File: config.mk
export PLATFORM = sky130hd
export DESIGN_NAME = grf_wb_arbiter
export DESIGN_NICKNAME = d
export VERILOG_FILES = /design/src/rtl/grf_wb_arbiter.sv
export SDC_FILE = /design/constraint.sdc
export NUM_CORES = 1
export LEC_CHECK = 0
export BUFFER_PORTS_ARGS = -buffer_cell sky130_fd_sc_hd__clkbuf_2
export CORE_UTILIZATION = 51
export DETAILED_ROUTE_END_ITERATION = 12
export PLACE_DENSITY = 0.79
export SLEW_MARGIN = 20
export SYNTH_ARGS = -nofsm -noshare
export SYNTH_HDL_FRONTEND = slang
export SYNTH_SLANG_ARGS = --single-unit
File: constraint.sdc
create_clock -name clk -period 2.4 [get_ports clk]
set_clock_uncertainty 0.1 [all_clocks]
set_input_delay 0.48 -clock clk [delete_from_list [all_inputs] [get_ports clk]]
set_output_delay 0.48 -clock clk [all_outputs]
set_load 0.01 [all_outputs]
File: src/rtl/grf_wb_arbiter.sv
// Write-port arbiter for the 32x32 GRF: pipeline W stage vs. a buffered secondary requester.
// Optional stall-cycle counter port enabled by defining GRF_ARB_PERF_EN.
module grf_wb_arbiter #(
  parameter int unsigned DEPTH = 4
) (
  input  logic                       clk,
  input  logic                       rst,
  input  logic                       p_we,
  input  logic [4:0]                 p_addr,
  input  logic [31:0]                p_data,
  output logic                       p_stall,
  input  logic                       s_valid,
  output logic                       s_ready,
  input  logic [4:0]                 s_addr,
  input  logic [31:0]                s_data,
  input  logic [4:0]                 q_addr1,
  input  logic [4:0]                 q_addr2,
  output logic                       q_busy1,
  output logic                       q_busy2,
  output logic                       grf_we,
  output logic [4:0]                 grf_a3,
  output logic [31:0]                grf_wd,
  output logic [$clog2(DEPTH):0]     fifo_cnt
`ifdef GRF_ARB_PERF_EN
  ,
  output logic [31:0]                perf_stall_cnt
`endif
);

  localparam int unsigned AW = $clog2(DEPTH);
  localparam int unsigned CW = AW + 1;

  logic [DEPTH-1:0] ent_valid;
  logic [4:0]       ent_addr [DEPTH];
  logic [31:0]      ent_data [DEPTH];
  logic [AW-1:0]    rd_ptr, wr_ptr;
  logic [CW-1:0]    cnt;

  logic p_req, full, empty, head_live, head_dead;
  logic pop, push, p_grant, head_wr;

  assign full      = (cnt == CW'(DEPTH));
  assign empty     = (cnt == '0);
  assign head_live = !empty && ent_valid[rd_ptr];
  assign head_dead = !empty && !ent_valid[rd_ptr];
  // Gated by rst so the write port and stall stay quiet while reset is held.
  assign p_req     = rst && p_we && (p_addr != '0);
  assign s_ready   = (cnt < CW'(DEPTH));
  assign push      = rst && s_valid && s_ready && (s_addr != '0);
  assign fifo_cnt  = cnt;

  always_comb begin
    pop     = 1'b0;
    p_grant = 1'b0;
    head_wr = 1'b0;
    p_stall = 1'b0;
    if (rst) begin
      if (head_dead) begin
        pop     = 1'b1;
        p_grant = p_req;
      end else if (p_req && full) begin
        p_stall = 1'b1;
        head_wr = 1'b1;
        pop     = 1'b1;
      end else if (p_req) begin
        p_grant = 1'b1;
      end else if (head_live) begin
        head_wr = 1'b1;
        pop     = 1'b1;
      end
    end
  end

  always_comb begin
    grf_we = 1'b0;
    grf_a3 = '0;
    grf_wd = '0;
    if (p_grant) begin
      grf_we = 1'b1;
      grf_a3 = p_addr;
      grf_wd = p_data;
    end else if (head_wr) begin
      grf_we = 1'b1;
      grf_a3 = ent_addr[rd_ptr];
      grf_wd = ent_data[rd_ptr];
    end
  end

  always_comb begin
    q_busy1 = 1'b0;
    q_busy2 = 1'b0;
    for (int unsigned i = 0; i < DEPTH; i++) begin
      if (ent_valid[i] && (q_addr1 != '0) && (ent_addr[i] == q_addr1)) q_busy1 = 1'b1;
      if (ent_valid[i] && (q_addr2 != '0) && (ent_addr[i] == q_addr2)) q_busy2 = 1'b1;
    end
  end

  // Later assignments win: squash first, then pop clear, then the push slot
  // (always an unoccupied slot) is marked valid, so a same-cycle push survives.
  always_ff @(posedge clk or negedge rst) begin
    if (!rst) begin
      ent_valid <= '0;
      rd_ptr    <= '0;
      wr_ptr    <= '0;
      cnt       <= '0;
    end else begin
      for (int unsigned i = 0; i < DEPTH; i++) begin
        if (p_grant && ent_valid[i] && (ent_addr[i] == p_addr)) ent_valid[i] <= 1'b0;
      end
      if (pop) begin
        ent_valid[rd_ptr] <= 1'b0;
        rd_ptr            <= rd_ptr + AW'(1);
      end
      if (push) begin
        ent_valid[wr_ptr] <= 1'b1;
        wr_ptr            <= wr_ptr + AW'(1);
      end
      unique case ({push, pop})
        2'b10:   cnt <= cnt + CW'(1);
        2'b01:   cnt <= cnt - CW'(1);
        default: cnt <= cnt;
      endcase
    end
  end

  always_ff @(posedge clk) begin
    if (push) begin
      ent_addr[wr_ptr] <= s_addr;
      ent_data[wr_ptr] <= s_data;
    end
  end

`ifdef GRF_ARB_PERF_EN
  always_ff @(posedge clk or negedge rst) begin
    if (!rst) begin
      perf_stall_cnt <= '0;
    end else if (p_stall && (perf_stall_cnt != '1)) begin
      perf_stall_cnt <= perf_stall_cnt + 32'd1;
    end
  end
`endif

endmodule

==> flow_metrics.py <==
metrics = {
    "setup_path": {
        "worst_path_largest_cell_delay_ps": 500,
        "cp_max_fo": 6,
        "worst_r2r_start": "ent_valid[2]",
        "cp-start-kind": "register",
        "ff2ff_path_depth": 10,
        "cp_num_buf_inv": 3,
        "crit_path_top_delay_cell": "mux4_2",
        "timing.critical_path.to_type": "primary output",
        "critical_path_cell_by_cell": "mux4_2, nand4_1, and3_4, buf_12, buf_12, nand2_4, a21oi_4, buf_2",
        "worst-r2r-setup-slack_ps": 0,
        "critical_setup_path_kind": "register to primary output",
        "cp_data_arrival_time_ps": 2330,
        "critical_path_required_ps": 1820,
        "critical-path-top-cell-by-count": "buf_12",
        "timing.rr.end": "fifo_cnt[2]",
        "critPathTopFamily": "multiplexers",
    },
    "flow_run": {
        "timing.max_cap.violations": 0,
    },
    "pwr": {
        "max-vdd-ir-drop_mv": 0.714,
        "leakage_nw": 4.01,
        "report.power.total_mw": 9.54,
        "powerDensity_nw_per_um2": 925,
    },
    "sta": {
        "setup-violations-final": 41,
        "setup_repair_after_global_routing_missed_its_margin": "yes",
        "timing.final.ws_setup_ps": -512,
        "final_hold_viol_count": 0,
        "relSlewSlack": 0.600,
        "final_min_period_over_clock_period": 1.21,
        "achievable-frequency_mhz": 343,
        "worst_margin_pin_slew_ps": 600,
        "maxSlewViolCount": 0,
        "final_period_minus_worst_setup_slack_ps": 2910,
        "fin_worst_hold_slack_ps": 174,
    },
    "grt": {
        "number_of_global_route_vias_before_repair": 5179,
        "grt_start_max_net_pins": 42,
        "first_pass_grt_wire_length_mm": 27.9,
        "antenna_found_initial": 0,
        "grt_overflow": 0,
        "all_layer_global_routing_usage": 0.242,
    },
    "clock_tree": {
        "worst_setup_hold_path_clk_slew_ps": 60,
        "sinks_on_clock_net": 159,
        "clock_tree_from_tritoncts": "built",
        "cts-root-to-sink-buffers": 2,
        "cts-htree-levels": 4,
        "clock_latency_at_the_later_pin_of_the_worst_skew_pair_ps": 420,
        "root_buffer": "clkbuf_16",
        "cts_inserted_buffers": 17,
    },
    "yosys": {
        "synth_simple_gate_area_frac": 0.0813,
        "synth-xor-area-share": 0.0746,
        "synth_flop_cell": "edfxtp_1",
        "synth_commonest_cells": "148 x edfxtp_1, 47 x nand2_1, 41 x xor2_1",
        "yosys.area_share.adder": 0.0174,
        "yosysMostFrequentCell": "edfxtp_1",
        "yosys.area.top_type_share": 0.582,
        "synthTopCellsByArea": "edfxtp_1 58%, mux4_2 11%, xor2_1 4.7%, dfrtp_1 3.6%, a21oi_2 3.4%",
        "synth_top_family_by_area": "multiplexers",
        "netlist-cell-type-count": 39,
        "synth_warnings": 0,
        "syn-mean-instance-area_sq_um": 15.4,
        "synth_seq_area_share": 0.618,
        "mux_contribution_to_synthesized_area": 0.115,
        "ys_async_sr_fraction": 0.0692,
        "synth_enable_flop_cells": 148,
        "mappedNetlistNets": 594,
        "post_synthesis_sequential_element_count": 159,
        "syn-instance-count": 496,
        "synth_compound_area_frac": 0.0552,
        "synth.cell_area_sq_um": 7630,
        "largest_area_contributor_in_the_synthesized_netlist": "edfxtp_1",
    },
    "layout": {
        "syn2layout_area_growth_pct": 35.1,
        "n_antenna_cell": 0,
        "proportion_of_layout_cells_with_a_drive_suffix_above_1": 0.535,
        "num-nets-final": 792,
        "finalInstanceArea_sq_um": 10300,
        "fillCellCount": 949,
    },
    "run_status": {
        "outcome": "finished, violations left",
        "failing_checks": "setup timing",
    },
    "worst_hold_path": {
        "min-delay-start": "s_data[20]",
        "hold-path-endpoint": "ent_data[0][20]",
        "hold_path_depth": 1,
        "min-delay-path-class": "input pin to register",
    },
    "floorplanning": {
        "initial_core_util": 0.523,
        "ioPinCount": 133,
        "rows": 44,
        "dieHeight_microns": 124,
        "die_w_microns": 124,
        "dieArea_sq_um": 15500,
        "core_area_sq_um": 14600,
    },
    "detailed_routing": {
        "finalWirelength_mm": 18.2,
        "drc": 0,
        "wire_length_per_cell_after_detailed_routing_microns": 20.5,
        "drt_first_iter_violations": 275,
        "antenna_violating_nets_post_route": 0,
        "detailed_route_via_count": 4937,
        "drt_pre_antenna_iters": 4,
        "vias_per_cell": 5.54,
    },
    "placed_design": {
        "placement.io_buffers": 132,
        "pre_cts_ws_ps": -361,
        "globalplace.congestion": 0.938,
        "detailed_place_hpwl_mm": 12.0,
        "placed_cell_area_sq_um": 9260,
    },
}
## layout by cell type (no fill, tap or decap), drive strengths merged, types with 4 or more instances in the layout
master / Yosys / layout
ha: 9 / 9
nand3: 13 / 13
and2: 4 / 4
inv: 15 / 16
nand2: 77 / 77
or4: 4 / 4
o21a: 4 / 4
xor2: 41 / 41
a21oi: 37 / 37
dfrtp: 11 / 11
o21bai: 4 / 4
clkbuf: 12 / 131
nor4: 12 / 12
mux4: 38 / 38
o21ai: 7 / 7
clkinv: 0 / 10
buf: 23 / 99
xnor2: 24 / 24
edfxtp: 148 / 148
## final cells by class
cell class / count / area [sq um] / area share
Clock buffer: 18 / 429 / 0.0416
Clock inverter: 14 / 124 / 0.0120
Inverter: 15 / 58.8 / 0.00570
Multi-Input combinational cell: 287 / 3130 / 0.303
Sequential cell: 159 / 4720 / 0.458
Tap cell: 184 / 230 / 0.0223
Timing Repair Buffer: 214 / 1620 / 0.157
## per-stage QoR
step / utilization / TNS (ps) / instances
floorplan: - / -4250 / 496
global placement: 0.635 / -8720 / 825
detailed placement: 0.635 / -9660 / 825
CTS: 0.691 / -18380 / 882
global route: 0.707 / -21210 / 891
finish: 0.707 / -18410 / 891
## state kept, by name, summed over array words and instances, names as in the netlist
| register | cells |
|---|---|
| rd_ptr | 2 |
| ent_addr | 20 |
| wr_ptr | 2 |
| ent_data | 128 |
| fifo_cnt | 3 |
| ent_valid | 4 |
## what timing repair did
action                                  in CTS  in global routing
hold endpoints to repair                     4                  0
gates resized for setup                     11                 45
endpoints found under the setup margin      41                 45
buffers inserted                            22                  7
cloned                                       1                  3
hold buffers                                 2                  0
pin swaps                                   45                 10
## where the power goes
part	leakage [nW]	total, mW	switching (mW)	internal [mW]
Combinational	2.27	3.55	1.84	1.72
Sequential	1.47	3.45	0.135	3.32
Clock	0.271	2.53	1.02	1.51
## how the worst max path moves through the flow
stage | from | end | slack, ps | cells after the start
floorplan | p_addr[1] | fifo_cnt[2] | -340 | 11
global placement | p_addr[1] | fifo_cnt[2] | -340 | 11
detailed placement | p_addr[1] | fifo_cnt[2] | -360 | 11
CTS | rd_ptr[0] | grf_wd[20] | -510 | 8
global route | ent_valid[2] | grf_wd[23] | -580 | 8
finish | ent_valid[2] | grf_wd[20] | -510 | 8
## layer usage
metal | vias up | part of all wire | wire, microns | GRT usage
met2 | 178 | 0.53 | 9620 | 0.409
li1 | 2241 | - | - | -
met5 | - | 0 | 0 | 0
met3 | 31 | 0.052 | 950 | 0.0563
met4 | 0 | 0.020 | 369 | 0.108
met1 | 2487 | 0.40 | 7290 | 0.296
## cells by family after synthesis
kind of cell | count (synthesis)
DFF | 159
buffers and inverters | 50
AOI/OAI and AO/OA | 53
adders and majority gates | 10
muxes | 40
and+or+nand+nor | 119
xor gates and xnor gates | 65
## worst register-to-register path: stages (launching register included)
cell,delay (ps)
dfrtp_1,400
mux4_2,500
buf_4,160
a31o_4,220
inv_2,60
ha_4,120
inv_2,30
fa_2,340
xor2_1,140
nor2_1,110
xnor2_1,130
No activity file was read; power rests on OpenSTA's default activity.
